--- src/rtl/image_draw.sv ---
// image_draw: overlays a 48x64 ROM image onto the VGA pixel stream at a vsync-latched (x,y)
//   clk, rst                      pixel clock, asynchronous active-high reset
//   hcount_in..rgb_in             incoming timing and background colour
//   xpos, ypos                    requested image position, sampled on vsync rising edge
//   pixel_addr, rom_rgb           ROM address {y[5:0],x[5:0]} and its data one clk later
//   hcount_out..rgb_out           timing and composited colour, 3 clk behind the inputs
module image_draw #(
  parameter int IMG_W = 48,
  parameter int IMG_H = 64,
  parameter bit KEY_EN = 1'b1,
  parameter logic [11:0] KEY_COLOR = 12'hF0F
) (
  input  logic        clk,
  input  logic        rst,
  input  logic [10:0] hcount_in,
  input  logic [10:0] vcount_in,
  input  logic        hsync_in,
  input  logic        vsync_in,
  input  logic        hblnk_in,
  input  logic        vblnk_in,
  input  logic [11:0] rgb_in,
  input  logic [11:0] xpos,
  input  logic [11:0] ypos,
  output logic [11:0] pixel_addr,
  input  logic [11:0] rom_rgb,
  output logic [10:0] hcount_out,
  output logic [10:0] vcount_out,
  output logic        hsync_out,
  output logic        vsync_out,
  output logic        hblnk_out,
  output logic        vblnk_out,
  output logic [11:0] rgb_out
);
  logic        vs_prev_q;
  logic [11:0] x_lat_q, y_lat_q, x_lat_d, y_lat_d;
  logic [11:0] pixel_addr_q, pixel_addr_d;
  logic [12:0] hc, vc, xl, yl;
  logic        in_win, rise, key_hit;
  logic        win_d1_q, win_d2_q;
  logic [37:0] t_in, t_d1_q, t_d2_q, out_q, out_d;
  always_comb begin
    hc = {2'b00, hcount_in};
    vc = {2'b00, vcount_in};
    xl = {1'b0, x_lat_q};
    yl = {1'b0, y_lat_q};
    // 13-bit compares: an image beyond the counter range is clipped, never wrapped
    in_win = (hc >= xl) && (hc < xl + 13'(IMG_W)) && (vc >= yl) && (vc < yl + 13'(IMG_H))
             && !hblnk_in && !vblnk_in;
    // low 6 bits of the difference depend only on the low 6 bits of the operands
    pixel_addr_d = in_win ? {vcount_in[5:0] - y_lat_q[5:0], hcount_in[5:0] - x_lat_q[5:0]} : pixel_addr_q;
    rise = vsync_in && !vs_prev_q;
    x_lat_d = rise ? xpos : x_lat_q;
    y_lat_d = rise ? ypos : y_lat_q;
    t_in = {hcount_in, vcount_in, hsync_in, vsync_in, hblnk_in, vblnk_in, rgb_in};
    key_hit = KEY_EN && (rom_rgb == KEY_COLOR);
    // rom_rgb lines up with win_d2: address issued at edge 1, ROM registers it at edge 2
    out_d = {t_d2_q[37:12], (win_d2_q && !key_hit) ? rom_rgb : t_d2_q[11:0]};
  end
  always_ff @(posedge clk or posedge rst) begin
    if (rst) begin
      vs_prev_q <= 1'b0;
      x_lat_q <= '0;
      y_lat_q <= '0;
      pixel_addr_q <= '0;
      win_d1_q <= 1'b0;
      win_d2_q <= 1'b0;
      t_d1_q <= '0;
      t_d2_q <= '0;
      out_q <= '0;
    end else begin
      vs_prev_q <= vsync_in;
      x_lat_q <= x_lat_d;
      y_lat_q <= y_lat_d;
      pixel_addr_q <= pixel_addr_d;
      win_d1_q <= in_win;
      win_d2_q <= win_d1_q;
      t_d1_q <= t_in;
      t_d2_q <= t_d1_q;
      out_q <= out_d;
    end
  end
  assign pixel_addr = pixel_addr_q;
  assign {hcount_out, vcount_out, hsync_out, vsync_out, hblnk_out, vblnk_out, rgb_out} = out_q;
endmodule

--- config.mk ---
export PLATFORM = sky130hd
export DESIGN_NAME = image_draw
export DESIGN_NICKNAME = d
export VERILOG_FILES = /design/src/rtl/image_draw.sv
export SDC_FILE = /design/constraint.sdc
export NUM_CORES = 1
export LEC_CHECK = 0
export ABC_AREA = 1
export BUFFER_PORTS_ARGS = -buffer_cell sky130_fd_sc_hd__buf_2
export CORE_ASPECT_RATIO = 0.6
export CORE_MARGIN = 1
export CORE_UTILIZATION = 42
export CTS_CLUSTER_DIAMETER = 60
export DETAILED_ROUTE_END_ITERATION = 8
export PLACE_DENSITY = 0.74
export SETUP_SLACK_MARGIN = 0.05
export SYNTH_ARGS = -nofsm -noshare
export SYNTH_HDL_FRONTEND = slang
export SYNTH_SLANG_ARGS = --single-unit
--- constraint.sdc ---
create_clock -name clk -period 13.59 [get_ports clk]
set_input_delay 0.6795 -clock clk [delete_from_list [all_inputs] [get_ports clk]]
set_output_delay 0.6795 -clock clk [all_outputs]
set_load 0.01 [all_outputs]
Word level (Yosys, flattened, before mapping)
Cells that the tools add are included.

storage, ports and cells
  register bits after elaboration = 153
  input port bits = 76
  output and inout bits = 50
  logic and storage cells = 30

operators by class
  $add $sub $neg = 4
  order comparisons = 4
  equal/unequal tests = 1
  muxes and demuxes = 1
  reduce and logical (&&, ||, !) cells = 11

operators with widths
  kind                   count
  $lt 11x13->1           2
  $ge 11x12->1           2
  $add 12x6->13 const B  1
  $add 12x7->13 const B  1
  $eq 12x12->1 const B   1
  $mux 12                1
  $sub 6x6->6            2
  $logic_and 1x1->1      7
  $logic_not 1->1        4

Logic depth before layout (Yosys ltp)
Gate-level depths: netlist (run 1).

  depth in word-level cells = 7
  mapped depth = 17
  mapped depth without buffers = 16

Worst setup path before layout (run 1)
Ideal clock, no wire load.

  kind = input -> register
  from = input port hcount_in[0]
  to = register pixel_addr_q[4] (netlist: pixel_addr[4])
  setup time = 122 ps
  arrival = 2238 ps
  required time = 13468 ps
  path slack = 11230 ps
  cell stages on the path = 12
  buffers on the path = 1
  cells stage by stage = inv_1 ha_1 fa_1 nor2_1 nor2_1 a21oi_1 nor2_1 nor2_4 nand4_4 buf_4 nor3_1 nor2_1

on the way
  longest elaborated chain between the ends = 6
  elaborated cells on any way between the ends = 8
  classes of those cells = add/sub (1); order compare (2); reduce/logical (5)

ends and longest elaborated chain
  element                                              RTL line  source
  start, declared                                      15        input logic [10:0] hcount_in,
  $lt 11x13->1 / $ge 11x12->1 (equally long branches)  47        in_win = (hc >= xl) && (hc < xl + 13'(IMG_W)) && (vc >= yl) && (vc < yl + 13'(IMG_H))
  $logic_and 1x1->1 (3 in a row)                       47
  $logic_and 1x1->1 (2 in a row)                       48        && !hblnk_in && !vblnk_in;
  end signal, assigned                                 74        pixel_addr_q <= pixel_addr_d;
  end, declared                                        36        logic [11:0] pixel_addr_q, pixel_addr_d;

Parallel ways exist; a longest one is shown, timed or not.
A chain may end at the register's enable or synchronous reset.

Worst setup path after layout (run 1)
  from = register x_lat_q[4]
  to = register pixel_addr_q[4] (netlist: pixel_addr[4])

on the way
  longest elaborated chain between the ends = 7
  elaborated cells on any way between the ends = 9
  classes of those cells = add/sub (2); order compare (2); reduce/logical (5)

ends and longest elaborated chain
  element                         RTL line  source
  start, declared                 35        logic [11:0] x_lat_q, y_lat_q, x_lat_d, y_lat_d;
  start signal, assigned          72        x_lat_q <= x_lat_d;
  $add 12x6->13                   47
  $lt 11x13->1                    47
  $logic_and 1x1->1 (3 in a row)  47
  $logic_and 1x1->1 (2 in a row)  48

Parallel ways exist; a longest one is shown, timed or not.

==> flow_metrics.py, run 1 <==
metrics = {
    "cts": {
        "htree_levels": 4,
        "cts_num_sinks": 152,
        "cts_max_path_buffers": 2,
        "cts_setup_buffers": 0,
        "root_buffer": "clkbuf_16",
        "clkSlewWorstSetupHoldPaths_ps": 70,
        "cts_resized": 0,
        "cts_tree": "built",
        "hold_buffers": 0,
        "worstSkewPairLatency_ps": 420,
        "cts_made_buffers": 17,
    },
    "cells_and_area": {
        "regArea_sq_um": 3800,
        "drive_gt1_frac": 0.281,
        "n_fill_cell": 1156,
        "multi_input_area_sq_um": 1760,
        "layout_common_cells": "dfrtp_1, buf_2, nand2_1",
        "final_util": 0.548,
        "antennaDiodeCount": 0,
        "syn_to_final_growth_pct": 23.7,
        "final_nets": 764,
        "layout_commonest_cell": "dfrtp_1",
        "stdcell_area_sq_um": 7240,
        "layout.cells.non_filler": 833,
    },
    "global_routing": {
        "grt_usage": 0.177,
        "grt_pass1_wl_mm": 19.3,
        "grt_pass1_vias": 4005,
        "overflow": 0,
        "grt_max_degree": 89,
        "grt_antenna_before_repair": 0,
    },
    "yosys": {
        "syn_inst": 513,
        "syn_nets": 627,
        "synth.distinct_cells": 33,
        "synth_area_sq_um": 5850,
        "avgSynthCellArea_sq_um": 11.4,
        "synth.yosys.warnings": 0,
        "synth_seq_cells": 152,
        "ys_seq_area_frac": 0.650,
    },
    "critical_path": {
        "critical_path.endpoint_type": "flip-flop",
        "cp.required_ps": 13930,
        "rr_endpoint": "pixel_addr[4]",
        "critPathMaxStageDelay_ps": 410,
        "crit_fanout": 13,
        "cpMostUsedCell": "nand2_1",
        "crit_buf_inv": 2,
        "path_class": "flip-flop to flip-flop",
        "cpLargestDelayFamily": "simple AND/OR/NAND/NOR gates",
        "critical-path-slowest-cell": "nor2_4",
        "crit_arrival_ps": 3050,
        "path_cells": "inv_1, ha_1, o31ai_1, nand2_1, ha_1, nand2_1, inv_1, nor2_1, o21a_1, nand2_1, nand2_1, nand4_4, nor2_4, nor2_1, nor2_1",
        "worstRegToRegCells": 15,
        "startpoint_type": "flip-flop",
        "r2r_slack_ps": 10890,
        "r2r-start": "x_lat_q[4]",
    },
    "floorplanning": {
        "io_pins": 126,
        "die_y_microns": 93.4,
        "die_x_microns": 154,
        "start_util": 0.443,
        "die-area_sq_um": 14400,
        "rows": 32,
        "coreArea_sq_um": 13200,
    },
    "placement": {
        "place.gp.congestion": 0.811,
        "io_buffers": 125,
        "place_area_sq_um": 6660,
        "hpwl_mm": 8.63,
        "pre_cts_slack_ps": 10720,
        "dpl.cell_count": 801,
    },
    "flow_run": {
        "maxCapViolations": 0,
    },
    "route": {
        "wl_per_cell_microns": 14.0,
        "finalWirelength_mm": 11.7,
        "postRouteAntennaNets": 0,
        "viasPerCell": 4.60,
        "drtIter0Drc": 157,
        "drtPass1Iterations": 4,
        "vias": 3834,
        "drcViolationCount": 0,
    },
    "sta": {
        "max_freq_ghz": 0.370,
        "finalWorstSetupSlack_ps": 10890,
        "slew_violations": 0,
        "setup_tns_ps": 0,
        "finalHoldViolations": 0,
        "slew_headroom": 0.479,
        "fin_skew_ps": 7.57,
        "whs_ps": 347,
        "rsz0062_at_grt": "no",
        "finalCritPeriodShare": 0.199,
        "tightest_slew_ps": 782,
        "setup_viol": 0,
        "fin_crit_ps": 2700,
    },
    "pwr": {
        "power_density_nw_per_um2": 154,
        "power_leakage_nw": 3.79,
        "power.total_mw": 1.12,
        "peakVddDrop_mv": 0.0975,
    },
    "run_status": {
        "status": "completed",
    },
    "hold_path": {
        "hold_start": "t_d1_q[21]",
        "hp-class": "flip-flop to flip-flop",
        "holdPathStages": 0,
        "worstHoldEndpoint": "t_d2_q[21]",
    },
}
## worst reg2reg max path: stages, from the launching register on
cell and delay (ps):
dfrtp_1 400, inv_1 90, ha_1 250, o31ai_1 250, nand2_1 80, ha_1 290
nand2_1 70, inv_1 30, nor2_1 80, o21a_1 120, nand2_1 50, nand2_1 100
nand4_4 220, nor2_4 410, nor2_1 90, nor2_1 100
## metal layers
metal / up-vias / part of all wire / track usage / wire length, microns
met1: 1810 / 0.49 / 0.248 / 5750
met3: 11 / 0.068 / 0.0542 / 792
met5: - / 0 / 0 / 0
li1: 1907 / - / - / -
met4: 0 / 0.0080 / 0.0479 / 93
met2: 106 / 0.43 / 0.267 / 5020
## cell usage after synthesis (all sizes together)
master	number	area [sq um]
dfrtp	152	3800
nand2	91	369
inv	60	225
nor2	51	209
ha	36	450
a21oi	32	160
o21ai	22	110
nand3	15	90.1
xor2	10	87.6
nand4	7	58.8
mux2	6	67.6
clkbuf	5	18.8
nor3	5	25.0
buf	4	35.0
clkinv	3	11.3
nor4	3	18.8
xnor2	3	26.3
fa	2	40.0
o21a	2	15.0
a21o	1	7.51
a31oi	1	6.26
o21bai	1	7.51
o31ai	1	7.51
## area by class of cell
class | count | area share
Inverter | 63 | 0.0334
Tap cell | 170 | 0.0294
Multi-Input combinational cell | 289 | 0.243
Sequential cell | 152 | 0.526
Timing Repair Buffer | 127 | 0.0885
Clock inverter | 15 | 0.0214
Clock buffer | 17 | 0.0588
## cells by family (layout without fill, tap and decap cells)
family	after synthesis	in the layout	synth area share
DFF	152	152	0.650
xor gates and xnor gates	13	13	0.0195
AOI/OAI and AO/OA	60	60	0.0537
and+or+nand+nor	172	172	0.132
buffers and inverters	72	222	0.0496
muxes	6	6	0.0115
adders and majority gates	38	38	0.0838
## how the worst max path moves through the flow
stage	start	endpoint	slack (ps)	depth (start not counted)
finish	x_lat_q[4]	pixel_addr[4]	10890	15
global route	x_lat_q[4]	pixel_addr[4]	10630	15
CTS	x_lat_q[4]	pixel_addr[4]	10890	15
detailed placement	hcount_in[0]	pixel_addr[4]	10720	13
global placement	hcount_in[0]	pixel_addr[4]	10810	13
floorplan	rst	out_q[0]	8820	1
## state kept, by name (all words and copies together), names as in the netlist
signal / flops
t_d2_q: 38
win_d1_q: 1
y_lat_q: 12
out_q: 38
win_d2_q: 1
pixel_addr: 12
x_lat_q: 12
t_d1_q: 38
## report_power, final
part	internal (mW)	total [mW]	switching [mW]
Clock	0.245	0.452	0.207
Combinational	0.0619	0.161	0.0995
Sequential	0.486	0.504	0.0176
Note: power is estimated with default switching activity, not from simulation.
==> run 2: changes to the inputs <==
==> constraint.sdc (replaced) <==
create_clock -name clk -period 2.8 [get_ports clk]
set_input_delay 0.14 -clock clk [delete_from_list [all_inputs] [get_ports clk]]
set_output_delay 0.14 -clock clk [all_outputs]
set_load 0.01 [all_outputs]
==> flow_metrics.py, run 2 (same netlist as run 1, synthesis figures left out) <==
metrics = {
    "run_status": {
        "status": "completed",
    },
    "route": {
        "viasPerCell": 4.57,
        "drcViolationCount": 0,
        "vias": 4137,
        "wl_per_cell_microns": 13.8,
        "postRouteAntennaNets": 0,
        "drtIter0Drc": 196,
        "finalWirelength_mm": 12.5,
        "drtPass1Iterations": 4,
    },
    "cts": {
        "cts_made_buffers": 17,
        "cts_max_path_buffers": 2,
        "htree_levels": 4,
        "root_buffer": "clkbuf_16",
        "cts_tree": "built",
        "worstSkewPairLatency_ps": 410,
        "cts_resized": 0,
        "clkSlewWorstSetupHoldPaths_ps": 60,
        "cts_num_sinks": 152,
    },
    "floorplanning": {
        "coreArea_sq_um": 13200,
        "start_util": 0.443,
        "die_y_microns": 93.4,
        "rows": 32,
        "die_x_microns": 154,
        "die-area_sq_um": 14400,
        "io_pins": 126,
    },
    "global_routing": {
        "top_usage_layer": "met2",
        "grt_pass1_vias": 4214,
        "grt_usage": 0.188,
        "overflow": 0,
        "grt_use_met3": 0.0514,
        "gr-usage-met2": 0.297,
        "grt_max_degree": 95,
        "grt_pass1_wl_mm": 20.5,
        "grt_antenna_before_repair": 0,
        "grt_use_met1": 0.256,
    },
    "critical_path": {
        "critPathMaxStageDelay_ps": 420,
        "crit_fanout": 6,
        "cp.required_ps": 3140,
        "critical_path.endpoint_type": "flip-flop",
        "startpoint_type": "flip-flop",
        "crit_arrival_ps": 2830,
        "path_cells": "inv_1, ha_1, o31ai_1, nand2_1, ha_1, nand2_1, inv_1, nor2_1, o21a_1, nand2_1, nand2_1, nand4_4, nor2_4, buf_4, nor2_1, nor2_1",
        "r2r_slack_ps": 310,
        "cpMostUsedCell": "nand2_1",
        "path_class": "flip-flop to flip-flop",
        "critical-path-slowest-cell": "dfrtp_1",
    },
    "sta": {
        "rsz0062_at_grt": "no",
        "whs_ps": 12.8,
        "finalWorstSetupSlack_ps": 308,
        "finalHoldViolations": 0,
        "fin_skew_ps": 8.58,
        "finalCritPeriodShare": 0.890,
        "max_freq_ghz": 0.401,
        "slew_headroom": 0.499,
        "setup_tns_ps": 0,
        "slew_violations": 0,
        "fin_crit_ps": 2490,
        "tightest_slew_ps": 749,
        "setup_viol": 0,
    },
    "cells_and_area": {
        "regArea_sq_um": 3800,
        "layout_commonest_cell": "dfrtp_1",
        "antennaDiodeCount": 0,
        "syn_to_final_growth_pct": 36.2,
        "reg.largest.list": "out_q: 38 flops, t_d1_q: 38 flops, t_d2_q: 38 flops",
        "final_util": 0.603,
        "multi_input_area_sq_um": 1760,
        "final_nets": 837,
        "drive_gt1_frac": 0.262,
        "n_fill_cell": 1093,
        "layout_common_cells": "dfrtp_1, buf_2, nand2_1",
    },
    "placement": {
        "place.gp.congestion": 0.810,
        "hpwl_mm": 8.75,
        "pre_cts_slack_ps": 118,
        "io_buffers": 125,
    },
    "pwr": {
        "power_density_nw_per_um2": 695,
        "p_int_mw": 3.99,
        "power.share.sequential": 0.441,
        "p_comb_frac": 0.157,
        "power_leakage_nw": 4.11,
        "netSwitchingFraction": 0.280,
        "peakVddDrop_mv": 0.429,
        "power.switching_mw": 1.55,
        "p_clk_frac": 0.402,
    },
    "hold_path": {
        "hp-class": "primary input to flip-flop",
    },
    "flow_run": {
        "maxCapViolations": 0,
    },
}
## run 2: cell types whose count changed in the layout (fill, tap and decap cells not counted)
cell	previous run	this run
buf_4	2	8
buf_12	0	1
clkinvlp_4	3	2
clkinv_2	0	2
inv_8	5	2
bufinv_16	0	1
dlygate4sd3_1	0	66
clkinv_4	1	2
## run 2: worst paths after layout
kind,from,to,depth (start not counted)
worst max-delay path,x_lat_q[4],pixel_addr[10],16
worst min register to register,t_d1_q[25],t_d2_q[25],0
max in group asynchronous,rst,t_d1_q[12],4
worst max register to register,x_lat_q[4],pixel_addr[10],16
worst min-delay path,ypos[6],y_lat_q[6],3
min in group asynchronous,rst,t_d1_q[23],3
## run 2: cell type report
type,instances,area share
clock buffer,17,0.0534
sequential,152,0.477
tap,170,0.0267
timing repair buffer,200,0.171
inverter,63,0.0301
multi-input combinational,289,0.220
clock inverter,15,0.0206
## run 2: critical path, delay by kind of cell (launching register included)
family | cells | cell delay (ps)
DFF | 1 | 420
buffers and inverters | 3 | 310
AOI/OAI and AO/OA | 2 | 370
adders and majority gates | 2 | 540
and+or+nand+nor | 9 | 780
## run 2: routing by layer
metal	vias to the layer above	wire, microns
li1	2061	-
met1	1958	6210
met2	110	5600
met3	8	665
met4	0	64
met5	-	0
## run 2: what timing repair did
item                                    4_1_cts  5_1_grt
endpoints found under the hold margin        93        0
buffers inserted                              0        5
hold buffers                                 66        0
endpoints found under the setup margin        0       13
## run 2: per-stage QoR
step	power (mW)	area [sq um]	std cells
6_report	5.54	7970	906
5_1_grt	5.83	7970	906
4_1_cts	5.61	7930	901
3_5_place_dp	3.28	6680	803
3_3_place_gp	3.24	6680	803
2_1_floorplan	2.98	5850	513
## run 2: power by group through the flow
stage               combinational [mW]  clock (mW)  sequential, mW
floorplan                        0.487           0            2.50
detailed placement               0.796           0            2.48
CTS                              0.874        2.29            2.44
finish                           0.870        2.23            2.44
global route                     0.992        2.38            2.46
global placement                 0.769           0            2.47
